$ cat config.mk
export PLATFORM = sky130hd
export DESIGN_NAME = fifo_umbrales_flat
export DESIGN_NICKNAME = d
export VERILOG_FILES = /design/src/rtl/fifo_umbrales_if.sv /design/src/rtl/fifo_umbrales.sv /design/src/flat_wrapper.sv
export SDC_FILE = /design/constraint.sdc
export NUM_CORES = 1
export LEC_CHECK = 0
export ABC_AREA = 1
export CAP_MARGIN = 20
export CORE_ASPECT_RATIO = 0.9
export CORE_UTILIZATION = 60
export DETAILED_ROUTE_END_ITERATION = 16
export DONT_BUFFER_PORTS = 1
export PLACE_DENSITY = 0.76
export SLEW_MARGIN = 20
export SYNTH_ARGS = -nofsm -noshare
export SYNTH_HDL_FRONTEND = slang
export SYNTH_SLANG_ARGS = --single-unit
$ cat constraint.sdc
create_clock -name clk -period 2.32 [get_ports clk]
set_input_delay 0.232 -clock clk [delete_from_list [all_inputs] [get_ports clk]]
set_output_delay 0.232 -clock clk [all_outputs]
set_load 0.005 [all_outputs]
$ cat src/rtl/fifo_umbrales_if.sv
// Handshake and status bundle between fifo_umbrales and its producer/consumer.
// The master side drives push/pop/data and thresholds; the slave is the FIFO.
interface fifo_umbrales_if #(
  parameter int FIFO_WORD_SIZE = 10,
  parameter int PTR_SIZE       = 3
);
  logic                      push;
  logic                      pop;
  logic [FIFO_WORD_SIZE-1:0] data_in;
  logic [PTR_SIZE:0]         umbral_af;
  logic [PTR_SIZE:0]         umbral_ae;
  logic [FIFO_WORD_SIZE-1:0] data_out;
  logic [PTR_SIZE:0]         count;
  logic                      full;
  logic                      empty;
  logic                      almost_full;
  logic                      almost_empty;
  logic                      overflow;
  logic                      underflow;

  modport master (
    output push, pop, data_in,
    output umbral_af, umbral_ae,
    input  data_out, count,
    input  full, empty,
    input  almost_full, almost_empty,
    input  overflow, underflow
  );

  modport slave (
    input  push, pop, data_in,
    input  umbral_af, umbral_ae,
    output data_out, count,
    output full, empty,
    output almost_full, almost_empty,
    output overflow, underflow
  );
endinterface

$ cat src/rtl/fifo_umbrales.sv
// First-word-fall-through FIFO with programmable almost-full/empty
// thresholds and sticky overflow/underflow error flags.
module fifo_umbrales #(
  parameter int FIFO_WORD_SIZE = 10,
  parameter int FIFO_DEPTH     = 8,
  parameter int PTR_SIZE       = 3
) (
  input logic          clk,
  input logic          reset_L,
  fifo_umbrales_if.slave bus
);

  localparam logic [PTR_SIZE:0] DEPTH_C = (PTR_SIZE+1)'(FIFO_DEPTH);

  logic [FIFO_WORD_SIZE-1:0] mem [FIFO_DEPTH];
  logic [PTR_SIZE-1:0]       wr_ptr;
  logic [PTR_SIZE-1:0]       rd_ptr;
  logic [PTR_SIZE:0]         count;
  logic                      overflow;
  logic                      underflow;

  logic full_w;
  logic empty_w;
  logic push_ok;
  logic pop_ok;

  assign full_w  = (count == DEPTH_C);
  assign empty_w = (count == '0);

  // A pop while full frees the slot the push needs.
  assign push_ok = bus.push && (!full_w || bus.pop);
  assign pop_ok  = bus.pop && !empty_w;

  always_ff @(posedge clk or negedge reset_L) begin
    if (!reset_L) begin
      mem       <= '{default: '0};
      wr_ptr    <= '0;
      rd_ptr    <= '0;
      count     <= '0;
      overflow  <= 1'b0;
      underflow <= 1'b0;
    end else begin
      if (push_ok) begin
        mem[wr_ptr] <= bus.data_in;
        wr_ptr      <= wr_ptr + 1'b1;
      end
      if (pop_ok)
        rd_ptr <= rd_ptr + 1'b1;
      unique case ({push_ok, pop_ok})
        2'b10:   count <= count + 1'b1;
        2'b01:   count <= count - 1'b1;
        default: count <= count;
      endcase
      if (bus.push && full_w && !bus.pop)
        overflow <= 1'b1;
      if (bus.pop && empty_w)
        underflow <= 1'b1;
    end
  end

  assign bus.data_out     = empty_w ? '0 : mem[rd_ptr];
  assign bus.count        = count;
  assign bus.full         = full_w;
  assign bus.empty        = empty_w;
  assign bus.almost_full  = (count >= bus.umbral_af);
  assign bus.almost_empty = (count <= bus.umbral_ae);
  assign bus.overflow     = overflow;
  assign bus.underflow    = underflow;

endmodule

$ cat src/flat_wrapper.sv
// flat-port wrapper written by rule: the top's interface ports become plain ports
module fifo_umbrales_flat 
#(
  parameter int FIFO_WORD_SIZE = 10,
  parameter int FIFO_DEPTH     = 8,
  parameter int PTR_SIZE       = 3
)
  (clk, reset_L, bus_push, bus_pop, bus_data_in, bus_umbral_af, bus_umbral_ae, bus_data_out, bus_count, bus_full, bus_empty, bus_almost_full, bus_almost_empty, bus_overflow, bus_underflow);
  fifo_umbrales_if #(.FIFO_WORD_SIZE(FIFO_WORD_SIZE), .PTR_SIZE(PTR_SIZE)) bus_i ();
  input logic clk;
  input logic reset_L;
  input wire logic [$bits(bus_i.push)-1:0] bus_push;
  input wire logic [$bits(bus_i.pop)-1:0] bus_pop;
  input wire logic [$bits(bus_i.data_in)-1:0] bus_data_in;
  input wire logic [$bits(bus_i.umbral_af)-1:0] bus_umbral_af;
  input wire logic [$bits(bus_i.umbral_ae)-1:0] bus_umbral_ae;
  output wire logic [$bits(bus_i.data_out)-1:0] bus_data_out;
  output wire logic [$bits(bus_i.count)-1:0] bus_count;
  output wire logic [$bits(bus_i.full)-1:0] bus_full;
  output wire logic [$bits(bus_i.empty)-1:0] bus_empty;
  output wire logic [$bits(bus_i.almost_full)-1:0] bus_almost_full;
  output wire logic [$bits(bus_i.almost_empty)-1:0] bus_almost_empty;
  output wire logic [$bits(bus_i.overflow)-1:0] bus_overflow;
  output wire logic [$bits(bus_i.underflow)-1:0] bus_underflow;
  assign bus_i.push = bus_push;
  assign bus_i.pop = bus_pop;
  assign bus_i.data_in = bus_data_in;
  assign bus_i.umbral_af = bus_umbral_af;
  assign bus_i.umbral_ae = bus_umbral_ae;
  assign bus_data_out = bus_i.data_out;
  assign bus_count = bus_i.count;
  assign bus_full = bus_i.full;
  assign bus_empty = bus_i.empty;
  assign bus_almost_full = bus_i.almost_full;
  assign bus_almost_empty = bus_i.almost_empty;
  assign bus_overflow = bus_i.overflow;
  assign bus_underflow = bus_i.underflow;
  fifo_umbrales #(.FIFO_WORD_SIZE(FIFO_WORD_SIZE), .FIFO_DEPTH(FIFO_DEPTH), .PTR_SIZE(PTR_SIZE)) u_core (.clk(clk), .reset_L(reset_L), .bus(bus_i));
endmodule
# == Word level (Yosys, flattened, before mapping) ==
# Index checks and enable logic that the tools add are counted.
# word_totals
output_inout_bits,20
word_cells,47
regBits,92
inputBits,22
# classes
n_reduce_logical,12
bitwise_logic,2
eq_ne,3
mux,8
n_addsub,4
magnitude_cmp,5
# ops
operator,n
80-bit bitwise mux,1
10-bit 2-to-1 mux,4
10-bit binary-select mux with 3-bit select,1
10-bit demux with 3-bit select,1
4-bit greater-or-equal comparator (second input constant),2
3-bit NOT with 4-bit output,2
4-bit one-hot mux with 2 select lines,1
3-bit by 1-bit adder with 3-bit output (second input constant),2
1-bit logical AND,6
4-bit by 1-bit adder with 4-bit output (second input constant),1
4-bit == test (second input constant),1
4-bit greater-or-equal comparator,1
4-bit <= comparator,1
4-bit logical NOT,1
4-bit by 1-bit < comparator with 1-bit output (second input constant),1
4-bit by 1-bit subtractor with 4-bit output (second input constant),1
1-bit logical NOT,3
2-bit by 1-bit == test with 1-bit output (second input constant),1
2-bit == test (second input constant),1
2-bit nonzero test,1
1-bit logical OR,1

# == Depth between registers and ports, before layout ==
# Gate-level depths: netlist of run 1.
# logic_depth
depth_word,6
mapped_depth,13
mapped_depth_nobuf,13

# == Least setup slack after synthesis of run 1 ==
# No wires, ideal clock.
# synth_timing
kind,register to register
from,register u_core.count[1] (netlist: u_core.bus.count[1])
to,register u_core.count[2] (netlist: u_core.bus.count[2])
setup_slack_ps,384
setup_ps,129
period_less_slack_ps,1936
path_buffers,0
path_stages_with_launch,12
required_ps,2191
arrival_ps,1807
path_cell_list,dfrtp_1 -> nor2_2 -> nand3_1 -> nand2_1 -> inv_1 -> ha_1 -> nor2_1 -> nor2_1 -> ha_1 -> a21oi_1 -> xor2_1 -> o21ai_0
# synth_between
word_cells_on_any_way,13
classes_between,2 x add/sub; 3 x eq/ne; 1 x mux; 7 x reduce/logical
# synth_lines
element,line_no,rtl
start: declaration,fifo_umbrales.sv:18,logic [PTR_SIZE:0] count;
start signal: assignment,fifo_umbrales.sv:50,2'b10: count <= count + 1'b1;
start signal: assignment,fifo_umbrales.sv:51,2'b01: count <= count - 1'b1;
start signal: assignment,fifo_umbrales.sv:52,default: count <= count;
4-bit logical NOT (*),fifo_umbrales.sv:28,assign empty_w = (count == '0);
1-bit logical NOT (*),fifo_umbrales.sv:32,assign pop_ok = bus.pop && !empty_w;
1-bit logical AND (*),fifo_umbrales.sv:32,
net u_core.pop_ok,fifo_umbrales.sv:25,logic pop_ok;
2-bit by 1-bit == test with 1-bit output or 2-bit == test (tied branches),fifo_umbrales.sv:49,"unique case ({push_ok, pop_ok})"
4-bit one-hot mux with 2 select lines or 2-bit nonzero test (tied branches),n/a,
# Mark *: on every way through the listed nets, which the timed path passes. The rest lies on a longest branch.
# A chain may end at the register's enable or synchronous reset.

# == Worst setup path in the final report of run 1 ==
# layout_timing
from,register u_core.rd_ptr[0]
to,output bus_data_out[0]
# layout_between
elab_chain_cells,5
# layout_rtl
element,line_no,rtl
start: declaration,fifo_umbrales.sv:17,logic [PTR_SIZE-1:0] rd_ptr;
start signal: assignment,fifo_umbrales.sv:48,rd_ptr <= rd_ptr + 1'b1;
3-bit NOT with 4-bit output (not written as such),fifo_umbrales.sv:61,assign bus.data_out = empty_w ? '0 : mem[rd_ptr];
10-bit binary-select mux with 3-bit select,fifo_umbrales.sv:61,
10-bit 2-to-1 mux (not written as such) (2 in series),fifo_umbrales.sv:61,
10-bit 2-to-1 mux,fifo_umbrales.sv:61,
end: declaration,flat_wrapper.sv:17,output wire logic [$bits(bus_i.data_out)-1:0] bus_data_out;
# Every way passes these cells. The select of a mux whose other input is x is not followed.

==> results.md, run 1 <==
* Final Max Tran Viols at 0
* Post-detailed-placement half-perimeter wirelength at 6730 um
* Clock tree from TritonCTS: done
* Max-cap check violation count at 0
* Reg2reg path depth at 12
* # rows at 30
* Antenna cell count at 0
* Clock power frac at 15.0%
* Wire length per cell at 16.6 um
* Fin util at 64.8%
* Number of placed I/O pins at 42
* Post-route worst setup slack at 82.1 ps
* X dimension of the die at 96.2 um
* Cell variety after synth at 28
* RSZ-0062 raised after global routing: false
* Buffer levels on the longest clock path at 2
* Parity-gate share of the synthesized area counting xor and xnor cells at 1.28%
* Post-CTS Hold Fix Bufs at 1
* Final TNS setup at 0 ps
* Core region area at 7620 um2
* Crit end category: output pin
* Leakage component of the power at 2.40 nW
* Vias in the first global route at 3,500
* Clk pin slew, worst setup/hold paths at 90 ps
* Final antenna-violating net count at 0
* Router iterations before antenna repair at 5
* Crit path max fanout at 21
* Syn avg cell area at 8.81 um2
* Combinational group share of total power at 45.1%
* Yosys warning total at 0
* Flip-flop and latch count after synthesis at 92
* Async S/R FF share, synth at 100%
* Most common cell in the synthesized netlist: sky130_fd_sc_hd__dfrtp_1
* Psw at 3.08 mW
* Minimum setup slack after placement at 261 ps
* Dominant combinational cell family by area after synthesis: simple AND/OR/NAND/NOR gates
* Cts repair resizes at 0
* Count of port buffers added during placement at 0
* Starting utilization of the core area at 62.9%
* Slew at the pin closest to its max-slew limit at 406 ps
* Largest net degree at the start of global routing at 93
* DIE AREA at 8350 um2
* Die Ht at 86.8 um
* Overall routed net length at 10,600 um
* Most used standard cells in the synthesized netlist: sky130_fd_sc_hd__dfrtp_1 (92), sky130_fd_sc_hd__nand2_1 (86), sky130_fd_sc_hd__nor2_1 (82)
* Post-layout minimum cycle time at 2240 ps
* Data arrival time at the worst-slack endpoint at 2010 ps
* Net count of the finished layout at 569
* Part of the Yosys area used for sequential elements at 48.0%
* Post-synth design cell area at 4790 um2
* Global-route congestion overflow total at 0
* Number of DRC markers after the initial detailed-route iteration at 304
* Power Density at 1440 nW/um2
* Fraction of the mapped netlist area in compound gates at 19.3%
* Clock tree root driver cell: sky130_fd_sc_hd__clkbuf_8
* Kind of critical path: flip-flop to output pin
* Top_reg_cell synth: sky130_fd_sc_hd__dfrtp_1
* CTS HTree Levels at 3
* Switching part of the total power at 43.3%
* Worst-skew pair later-pin latency at 370 ps
* Clock Skews at 10.1 ps
* Path type of the worst min-delay path: primary input to asynchronous set/reset pin
* Setup Buffers After CTS at 0
* Number of antenna violations at the first check in global routing at 0
* Part of the power in registers at 39.9%
* Layout-stage area growth over the synthesis result at 2.95%
* DRC viols at 0
* Fin. Hold Viols at 92
* Post-synth EDFFs at 0
* Fraction of synthesized cell area taken by the top area cell type at 48.0%
* Violated checks: hold timing
* Cell taking the most area after synthesis: sky130_fd_sc_hd__dfrtp_1
* Rel. slew slack at 72.9%
* Maximum clock rate at 0.447 GHz
* Final worst-path cycle share at 96.5%
* Worst vdd rail ir drop at 0.668 mV
* Layout cells sized above 1 at 17.3%
* Via count at 3,667
* Critical path required time at 2090 ps
* Sort of element at the start of the critical path: flip-flop
* Number of setup violations in the final report at 0
* Worst hold slack across all endpoints at -446 ps
* Global-route wire length before repair at 17,600 um
* Mux share of post-synthesis cell area at 0%
* Pint at 4.04 mW
* Area share of and/or/nand/nor cells after synthesis at 19.8%
* Routability Congestion at 0.859
* Run status: complete, but fails checks
* Cell types with the largest area share after synthesis: sky130_fd_sc_hd__dfrtp_1 (48%), sky130_fd_sc_hd__nand2_1 (6.7%), sky130_fd_sc_hd__nor2_1 (6.4%)
* Total track usage at 28.4%
* Arithmetic-cell share of the synthesized area counting full adders, half adders and majority gates at 3.39%
* Number of buffers inserted during clock tree synthesis at 9
* Number of nets in the synthesized netlist at 579
* Mapped Cells at 544
* Routed via count divided by cell count at 5.77
* Sink count of the clock tree at 92
[registers in the layout, summed over array words and instances, names as in the netlist]
signal / count
u_core.bus.count: 4
u_core.bus.overflow: 1
u_core.bus.underflow: 1
u_core.mem: 80
u_core.rd_ptr: 3
u_core.wr_ptr: 3
[layout by cell type (no fill, tap or decap), types with 3 or more instances in the layout]
cell type	n
sky130_fd_sc_hd__a21oi_1	4
sky130_fd_sc_hd__buf_4	9
sky130_fd_sc_hd__clkbuf_8	9
sky130_fd_sc_hd__dfrtp_1	92
sky130_fd_sc_hd__ha_1	13
sky130_fd_sc_hd__inv_1	33
sky130_fd_sc_hd__nand2_1	86
sky130_fd_sc_hd__nand2_2	26
sky130_fd_sc_hd__nand2_4	9
sky130_fd_sc_hd__nand3_1	5
sky130_fd_sc_hd__nor2_1	82
sky130_fd_sc_hd__o211ai_1	11
sky130_fd_sc_hd__o21ai_0	37
sky130_fd_sc_hd__o21ai_1	59
sky130_fd_sc_hd__o21ai_2	30
sky130_fd_sc_hd__o22ai_1	10
sky130_fd_sc_hd__xnor2_1	3
sky130_fd_sc_hd__xor2_1	4
[routing by layer]
metal,track usage (%),vias up,part of all wire [%],routed length [um]
met3,7.81,21,6.1,644
met2,43.6,107,47,4980
met1,38.8,1775,45,4710
met5,0,-,0,0
li1,-,1764,-,-
met4,10.3,0,2.2,237
[per-stage QoR]
| stage | instances | area [um2] | power [mW] | hold WS (ps) |
|---|---|---|---|---|
| final | 635 | 4930 | 7.13 | -446 |
| after global routing | 635 | 4930 | 7.72 | -469 |
| after CTS | 635 | 4930 | 7.15 | -462 |
| after detailed placement | 618 | 4730 | 6.06 | -60.0 |
| after global placement | 618 | 4730 | 5.93 | -58.9 |
| after floorplan | 544 | 4790 | 5.35 | -63.6 |
[logic make-up after synthesis]
logic type / after synthesis
xor gates and xnor gates: 7
buffers and inverters: 67
AOI/OAI and AO/OA: 153
adders and majority gates: 13
and+or+nand+nor: 212
DFF: 92
[final cells by class]
class,count,area (um2)
Clock buffer,11,131
Clock inverter,5,62.6
Tap cell,96,120
Timing Repair Buffer,10,77.6
Multi-Input combinational cell,385,2100
Fill cell,636,2690
Sequential cell,92,2300
Inverter,36,143
[worst paths after layout]
check                                     from                    to  slack, ps
max reg2reg                u_core.bus.count[3]   u_core.bus.count[2]        250
min reg2reg                     u_core.mem[54]        u_core.mem[54]        490
max in group asynchronous              reset_L        u_core.mem[56]       2630
min in group clk                       bus_pop  u_core.bus.underflow         60
max                           u_core.rd_ptr[0]       bus_data_out[0]         80
min                                    reset_L        u_core.mem[11]       -450
[worst max-delay path, cell delays in order, from the launching register on]
cell                       delay (ps)
sky130_fd_sc_hd__dfrtp_1          520
sky130_fd_sc_hd__buf_4            320
sky130_fd_sc_hd__o21ai_0          170
sky130_fd_sc_hd__o211ai_1         330
sky130_fd_sc_hd__nand2_1           90
sky130_fd_sc_hd__nor2_1           220
[power by group through the flow]
stage,Clock (mW),Sequential [mW],Combinational (mW)
after floorplan,0,2.74,2.61
after global placement,0,2.83,3.10
after detailed placement,0,2.86,3.20
after CTS,1.09,2.83,3.23
after global routing,1.14,2.92,3.65
final,1.07,2.84,3.21
No activity file was read; power rests on OpenSTA's default activity.
==> run 2, diff against run 1 <==
--- a/config.mk
+++ b/config.mk
@@ -5,7 +5,6 @@
 export SDC_FILE = /design/constraint.sdc
 export NUM_CORES = 1
 export LEC_CHECK = 0
-export ABC_AREA = 1
 export CAP_MARGIN = 20
 export CORE_ASPECT_RATIO = 0.9
 export CORE_UTILIZATION = 60
==> results.md, run 2 <==
* Setup Buffers After CTS at 0 (unchanged)
* Wire length per cell at 20.9 um (+26%)
* Worst vdd rail ir drop at 0.647 mV (-3.1%)
* Part of the Yosys area used for sequential elements at 51.7% (+3.7 points)
* Total track usage at 24.9% (-3.6 points)
* Overall routed net length at 8790 um (-17%)
* Global-route congestion overflow total at 0 (unchanged)
* Post-synth EDFFs at 0 (unchanged)
* Flip-flop count of the largest register, all copies and words added at 80 (unchanged)
* Routability Congestion at 0.723 (-16%)
* Yosys warning total at 0 (unchanged)
* Worst-skew pair later-pin latency at 360 ps (about the same)
* Async S/R FF share, synth at 100% (unchanged)
* Cell area reported after detailed placement at 4650 um2 (-1.7%)
* Vias in the first global route at 2,617 (-25%)
* Layout-stage area growth over the synthesis result at 13.0%
* Final Non-Filler Cells at 420 (-34%)
* Worst hold slack across all endpoints at -450 ps (-3.80 ps)
* Capturing instance or port of the critical path: u_core.bus.count[2]
* Flip-flop and latch count after synthesis at 92 (unchanged)
* Crit end category: flip-flop
* Starting utilization of the core area at 62.6% (-0.27 points)
* Cell-by-cell listing of the critical path: nor4b_4, nand2_4, nand2_1, ha_4, xor2_1, ha_1, a21oi_1, xor2_1, nor2_1, xor2_1
* Most frequent cell on the critical path: sky130_fd_sc_hd__xor2_1
* Sort of element at the start of the critical path: flip-flop
* Clock tree from TritonCTS: done
* Router iterations before antenna repair at 4 (-1)
* Final TNS setup at 0 ps (unchanged)
* Global-route wire length before repair at 14,100 um (-20%)
* Post-detailed-placement half-perimeter wirelength at 5290 um (-21%)
* # rows at 29 (-3.3%)
* Most used standard cells in the synthesized netlist: sky130_fd_sc_hd__dfrtp_1 (92), sky130_fd_sc_hd__mux2_2 (83), sky130_fd_sc_hd__mux4_2 (20)
* Sink count of the clock tree at 92 (unchanged)
* Cell taking the most area after synthesis: sky130_fd_sc_hd__dfrtp_1
* Post-route standard cell area excluding fillers at 5030 um2 (+2.0%)
* CTS HTree Levels at 3 (unchanged)
* Buffer levels on the longest clock path at 2 (unchanged)
* Power Density at 1400 nW/um2 (-2.9%)
* Run status: complete, but fails checks
* Critical path required time at 2570 ps (+480 ps)
* Number of antenna violations at the first check in global routing at 0 (unchanged)
* Crit path launch: u_core.bus.count[1]
* Cell types with the largest area share after synthesis: sky130_fd_sc_hd__dfrtp_1 (52%), sky130_fd_sc_hd__mux2_2 (21%), sky130_fd_sc_hd__mux4_2 (10%)
* Final antenna-violating net count at 0 (unchanged)
* Number of nets in the synthesized netlist at 329 (-43%)
* Clk pin slew, worst setup/hold paths at 90 ps (about the same)
* Cell variety after synth at 31 (+11%)
* Number of buffers inserted during clock tree synthesis at 9 (unchanged)
* Post-synth design cell area at 4450 um2 (-7.1%)
* Fraction of synthesized cell area taken by the top area cell type at 51.7% (+3.7 points)
* Syn avg cell area at 15.2 um2 (+72%)
* Number of setup violations in the final report at 0 (unchanged)
* Data arrival time at the worst-slack endpoint at 2440 ps (+430 ps)
* Routed via count divided by cell count at 5.98 (+3.6%)
* Rel. slew slack at 62.7% (-10 points)
* Count of port buffers added during placement at 0 (unchanged)
* Maximum clock rate at 0.455 GHz (+1.9%)
* Slew at the pin closest to its max-slew limit at 558 ps (+152 ps)
* Cell count after placement at 388 (-37%)
* Reg2reg path depth at 10 (-2)
* Final worst-path cycle share at 94.7% (-1.8 points)
* Slowest cell on the critical path: sky130_fd_sc_hd__dfrtp_2
* Kind of critical path: flip-flop to flip-flop
* DIE AREA at 7770 um2 (-6.9%)
* Register-to-register setup slack at 120 ps (-130 ps)
* Mapped Cells at 294 (-46%)
* Via count at 2,513 (-31%)
* Antenna cell count at 0 (unchanged)
* Final Max Tran Viols at 0 (unchanged)
* Most common cell in the synthesized netlist: sky130_fd_sc_hd__dfrtp_1
* Register containing the most flip-flops in the final layout: u_core.mem
* Path type of the worst min-delay path: primary input to asynchronous set/reset pin
* Worst R2R Start: u_core.bus.count[1]
* Number of DRC markers after the initial detailed-route iteration at 129 (-58%)
* Violated checks: hold timing
* Net count of the finished layout at 357 (-37%)
* Largest registers in the final layout: u_core.mem (80), u_core.bus.count (4)
* Top_reg_cell synth: sky130_fd_sc_hd__dfrtp_1
* Layout cells sized above 1 at 43.7% (+26 points)
* Number of placed I/O pins at 42 (unchanged)
* Overall power after layout at 7.06 mW (-0.94%)
* Max-cap check violation count at 0 (unchanged)
* Capture point of the worst reg-to-reg path: u_core.bus.count[2]
* Top library cells by usage in the layout, fill and taps aside: sky130_fd_sc_hd__dfrtp_1 (91), sky130_fd_sc_hd__mux2_2 (83), sky130_fd_sc_hd__mux4_2 (20)
* X dimension of the die at 92.8 um (-3.5%)
* Delay of the slowest critical-path stage at 480 ps (-40 ps)
* Leakage component of the power at 2.19 nW (-8.7%)
* DRC viols at 0 (unchanged)
* Fin. Hold Viols at 92 (unchanged)
* Clock tree root driver cell: sky130_fd_sc_hd__clkbuf_8
* Post-layout minimum cycle time at 2200 ps (-41.9 ps)
* Clock Skews at 9.71 ps (-0.378 ps)
* Crit path max fanout at 5 (-76%)
* Die Ht at 83.7 um (-3.5%)
* Core region area at 7110 um2 (-6.7%)
* Leading cell type in the layout, fill and taps excluded: sky130_fd_sc_hd__dfrtp_1
* Largest net degree at the start of global routing at 93 (unchanged)
run 2: cell count changes in the layout (fill, tap and decap cells not counted), sizes merged, moves of 4 or more:
cell,before,now
a21o,0,4
nor2,83,13
o211ai,11,0
mux2,0,83
mux4,0,20
o22ai,10,0
mux2i,0,10
o21ai,126,1
nor2b,0,7
nand2,121,3
dlygate4sd3,1,16
inv,36,9
run 2: cells by family (layout without fill, tap and decap cells):
kind of cell,count (synthesis),after routing,share of synthesized area [%]
and+or+nand+nor,38,38,6.15
buffers and inverters,17,50,1.52
AOI/OAI and AO/OA,12,12,1.88
xor gates and xnor gates,9,9,1.77
DFF,92,92,51.7
muxes,113,113,33.3
adders and majority gates,13,13,3.65
run 2: area by class of cell:
class | count | area (um2)
sequential | 92 | 2300
tap | 93 | 116
clock buffer | 11 | 151
timing repair buffer | 26 | 260
multi-input combinational | 185 | 2110
inverter | 8 | 30.0
clock inverter | 5 | 58.8
fill | 500 | 2080
run 2: critical path: cells and delay by family (launching register included):
kind,cells,cell delay [ps]
AND/OR/NAND/NOR,4,700
flip-flops,1,480
XOR/XNOR,3,380
adder cells (fa/ha/maj),2,370
AO/OA/AOI/OAI,1,140
run 2: stage by stage:
stage,worst slack [ps],util (%)
5_1_grt,-22.4,70.8
3_3_place_gp,189,65.4
3_5_place_dp,114,65.4
2_1_floorplan,14.8,-
4_1_cts,97.3,70.1
6_report,124,70.8
run 2: how the worst min path moves through the flow:
stage,from,end,cells after the start
2_1_floorplan,reset_L,u_core.bus.count[0],0
3_3_place_gp,reset_L,u_core.bus.overflow,0
3_5_place_dp,reset_L,u_core.bus.overflow,0
4_1_cts,reset_L,u_core.mem[31],0
5_1_grt,reset_L,u_core.bus.overflow,0
6_report,reset_L,u_core.mem[31],0
run 2: repair_timing:
item                                    in CTS  in global routing
resized for setup                            0                  1
endpoints found under the hold margin      131                 97
endpoints found under the setup margin       0                  1
hold buffers                                12                  4
run 2: report_power, final:
part / total [mW] / internal [mW] / switching [mW] / leakage (nW)
registers: 2.96 / 2.42 / 0.538 / 1.10
clock network: 1.12 / 0.559 / 0.561 / 0.102
logic: 2.98 / 1.78 / 1.20 / 0.989
run 2: routing by layer:
layer  vias to the layer above  global-route usage [%]  share of wire, %
li1                       1140                       -                 -
met1                      1321                    36.3                48
met2                        45                    37.0                47
met3                         7                    6.19               4.0
met4                         0                    7.97               1.1
met5                         -                       0                 0
==> run 3, diff against run 2 <==
--- a/config.mk
+++ b/config.mk
@@ -6,7 +6,6 @@
 export NUM_CORES = 1
 export LEC_CHECK = 0
 export CAP_MARGIN = 20
-export CORE_ASPECT_RATIO = 0.9
 export CORE_UTILIZATION = 60
 export DETAILED_ROUTE_END_ITERATION = 16
 export DONT_BUFFER_PORTS = 1
==> results.md, run 3 (synthesis gave the netlist of run 2 again) <==
* Run status: complete, but fails checks
* Violated checks: hold timing
* Post-route standard cell area excluding fillers at 4870 um2 (-3.3%)
* Worst hold slack across all endpoints at -428 ps (+21.9 ps)
* Core region area at 7210 um2 (+1.4%)
* Final antenna-violating net count at 0 (unchanged)
* Final worst-path cycle share at 94.0% (-0.69 points)
* Post-layout minimum cycle time at 2180 ps (-16.0 ps)
* Sink count of the clock tree at 92 (unchanged)
* RSZ-0062 raised after global routing: false
* Routed via count divided by cell count at 5.94 (-0.73%)
* Overall routed net length at 8110 um (-7.8%)
* Post-detailed-placement half-perimeter wirelength at 5300 um (+0.16%)
* DIE AREA at 7770 um2 (about the same)
* Power Density at 1400 nW/um2 (about the same)
* Multi-input logic area at 2110 um2 (unchanged)
* Number of placed I/O pins at 42 (unchanged)
* Delay of the slowest critical-path stage at 450 ps (-30 ps)
* Fraction of met3 tracks used by global routing at 5.09% (-1.1 points)
* Buffer levels on the longest clock path at 2 (unchanged)
* Sequential cell area at 2300 um2 (about the same)
* Slew at the pin closest to its max-slew limit at 539 ps (-19.2 ps)
* Final Non-Filler Cells at 414 (-1.4%)
* Crit path max fanout at 5 (unchanged)
* Data arrival time at the worst-slack endpoint at 1950 ps (-490 ps)
* Largest net degree at the start of global routing at 93 (unchanged)
* Antenna cell count at 0 (unchanged)
* Global-route congestion overflow total at 0 (unchanged)
* Global-route wire length before repair at 12,800 um (-9.3%)
* Cell area reported after detailed placement at 4650 um2 (about the same)
* Layout-stage area growth over the synthesis result at 9.30%
* Number of buffer and inverter stages on the critical path at 2 (+2)
* Router iterations before antenna repair at 4 (unchanged)
* Top library cells by usage in the layout, fill and taps aside: sky130_fd_sc_hd__dfrtp_1 (90), sky130_fd_sc_hd__mux2_2 (83), sky130_fd_sc_hd__mux4_2 (20)
* Number of antenna violations at the first check in global routing at 0 (unchanged)
* Wire length per cell at 19.6 um (-6.4%)
* Grt peak-use layer: met2
* Sort of element at the start of the critical path: flip-flop
* Clk pin slew, worst setup/hold paths at 90 ps (about the same)
* Via count at 2,459 (-2.1%)
* Rel. slew slack at 64.0% (+1.3 points)
* Largest registers in the final layout: u_core.mem (80), u_core.bus.count (4)
* Routability Congestion at 0.762 (+5.4%)
* Worst vdd rail ir drop at 0.847 mV (+31%)
* Global Route met1 Usage at 32.2% (-4.1 points)
* Number of buffers inserted during clock tree synthesis at 9 (unchanged)
* Overall power after layout at 6.83 mW (-3.3%)
* Kind of critical path: flip-flop to output pin
* Leading cell type in the layout, fill and taps excluded: sky130_fd_sc_hd__dfrtp_1
* Starting utilization of the core area at 61.7% (-0.89 points)
* X dimension of the die at 88.2 um (-5.0%)
* CTS HTree Levels at 3 (unchanged)
* Global routing usage on met2 at 36.2% (-0.88 points)
* Path type of the worst min-delay path: primary input to asynchronous set/reset pin
* Critical path required time at 2090 ps (-480 ps)
* Family with the most delay on the worst path: compound AO/OA/AOI/OAI gates
* Layout cells sized above 1 at 46.3% (+2.6 points)
* Leakage component of the power at 2.12 nW (-3.4%)
* Fill cell total of the finished layout at 534 (+6.8%)
* Die Ht at 88.2 um (+5.3%)
* Count of port buffers added during placement at 0 (unchanged)
* Number of DRC markers after the initial detailed-route iteration at 93 (-28%)
* Clock Skews at 8.36 ps (-1.36 ps)
* Number of setup violations in the final report at 0 (unchanged)
* Register containing the most flip-flops in the final layout: u_core.mem
* Maximum clock rate at 0.459 GHz (+0.74%)
* Clock tree from TritonCTS: done
* Crit end category: output pin
* Final Max Tran Viols at 0 (unchanged)
* Fin. Hold Viols at 92 (unchanged)
* Max-cap check violation count at 0 (unchanged)
* Cell count after placement at 396 (+2.1%)
* Clock tree root driver cell: sky130_fd_sc_hd__clkbuf_8
* Most frequent cell on the critical path: sky130_fd_sc_hd__a21o_1
* Slowest cell on the critical path: sky130_fd_sc_hd__dfrtp_2
* Cell-by-cell listing of the critical path: buf_4, inv_1, ha_1, nand2b_1, a21o_1, a21o_1, a21o_1
* Worst-skew pair later-pin latency at 340 ps (-20 ps)
* Total track usage at 22.9% (-2.0 points)
* Net count of the finished layout at 345 (-3.4%)
* DRC viols at 0 (unchanged)
* Final TNS setup at 0 ps (unchanged)
* # rows at 31 (+6.9%)
* Setup Buffers After CTS at 0 (unchanged)
* Flip-flop count of the largest register, all copies and words added at 80 (unchanged)
* Vias in the first global route at 2,456 (-6.2%)
[run 3: area by class of cell]
class / instances / share of cell area, %
clock buffers: 11 / 3.11
repair buffers: 14 / 2.26
flip-flops and latches: 92 / 47.3
clock inverters: 5 / 0.745
inverters: 8 / 0.617
well taps: 99 / 2.54
multi-input cells: 185 / 43.4
[run 3: repair_timing]
item | 4_1_cts | 5_1_grt
endpoints found under the hold margin | 93 | 93
resized for setup | 0 | 2
hold buffers | 1 | 1
endpoints found under the setup margin | 0 | 2
[run 3: where the power goes]
group          switching [mW]  internal [mW]  total [mW]
clock network           0.548          0.448       0.996
logic                    1.15           1.74        2.89
registers               0.526           2.42        2.95
[run 3: metal layers]
layer | routed length (um) | up-vias
li1 | - | 1121
met1 | 3820 | 1286
met2 | 3880 | 43
met3 | 317 | 9
met4 | 95 | 0
met5 | 0 | -
[run 3: per-stage QoR]
stage | worst slack [ps] | utilization, %
3_3_place_gp | 159 | 64.4
3_5_place_dp | 128 | 64.4
4_1_cts | 40.9 | 67.2
6_report | 140 | 67.5
5_1_grt | 2.81 | 67.5
2_1_floorplan | 14.8 | -
[run 3: path summary, 6_finish.rpt]
path | startpoint | end | slack [ps] | depth (start not counted)
setup / recovery | u_core.bus.count[0] | bus_almost_full | 140 | 7
hold / removal | reset_L | u_core.bus.count[0] | -430 | 0
setup reg to reg | u_core.bus.count[2] | u_core.bus.count[2] | 180 | 9
hold reg to reg | u_core.bus.underflow | u_core.bus.underflow | 490 | 1
max in group asynchronous | reset_L | u_core.mem[32] | 2600 | 0
min in group clk | bus_data_in[0] | u_core.mem[70] | 30 | 1
[run 3: worst register-to-register path, stage by stage (launching register included)]
cell and delay [ps]:
sky130_fd_sc_hd__dfrtp_1 470, sky130_fd_sc_hd__nor4_4 320, sky130_fd_sc_hd__nor2_1 190, sky130_fd_sc_hd__ha_4 220, sky130_fd_sc_hd__xor2_1 160, sky130_fd_sc_hd__ha_1 170, sky130_fd_sc_hd__a21oi_1 140, sky130_fd_sc_hd__xor2_1 170
sky130_fd_sc_hd__nor2_1 60, sky130_fd_sc_hd__xor2_1 140
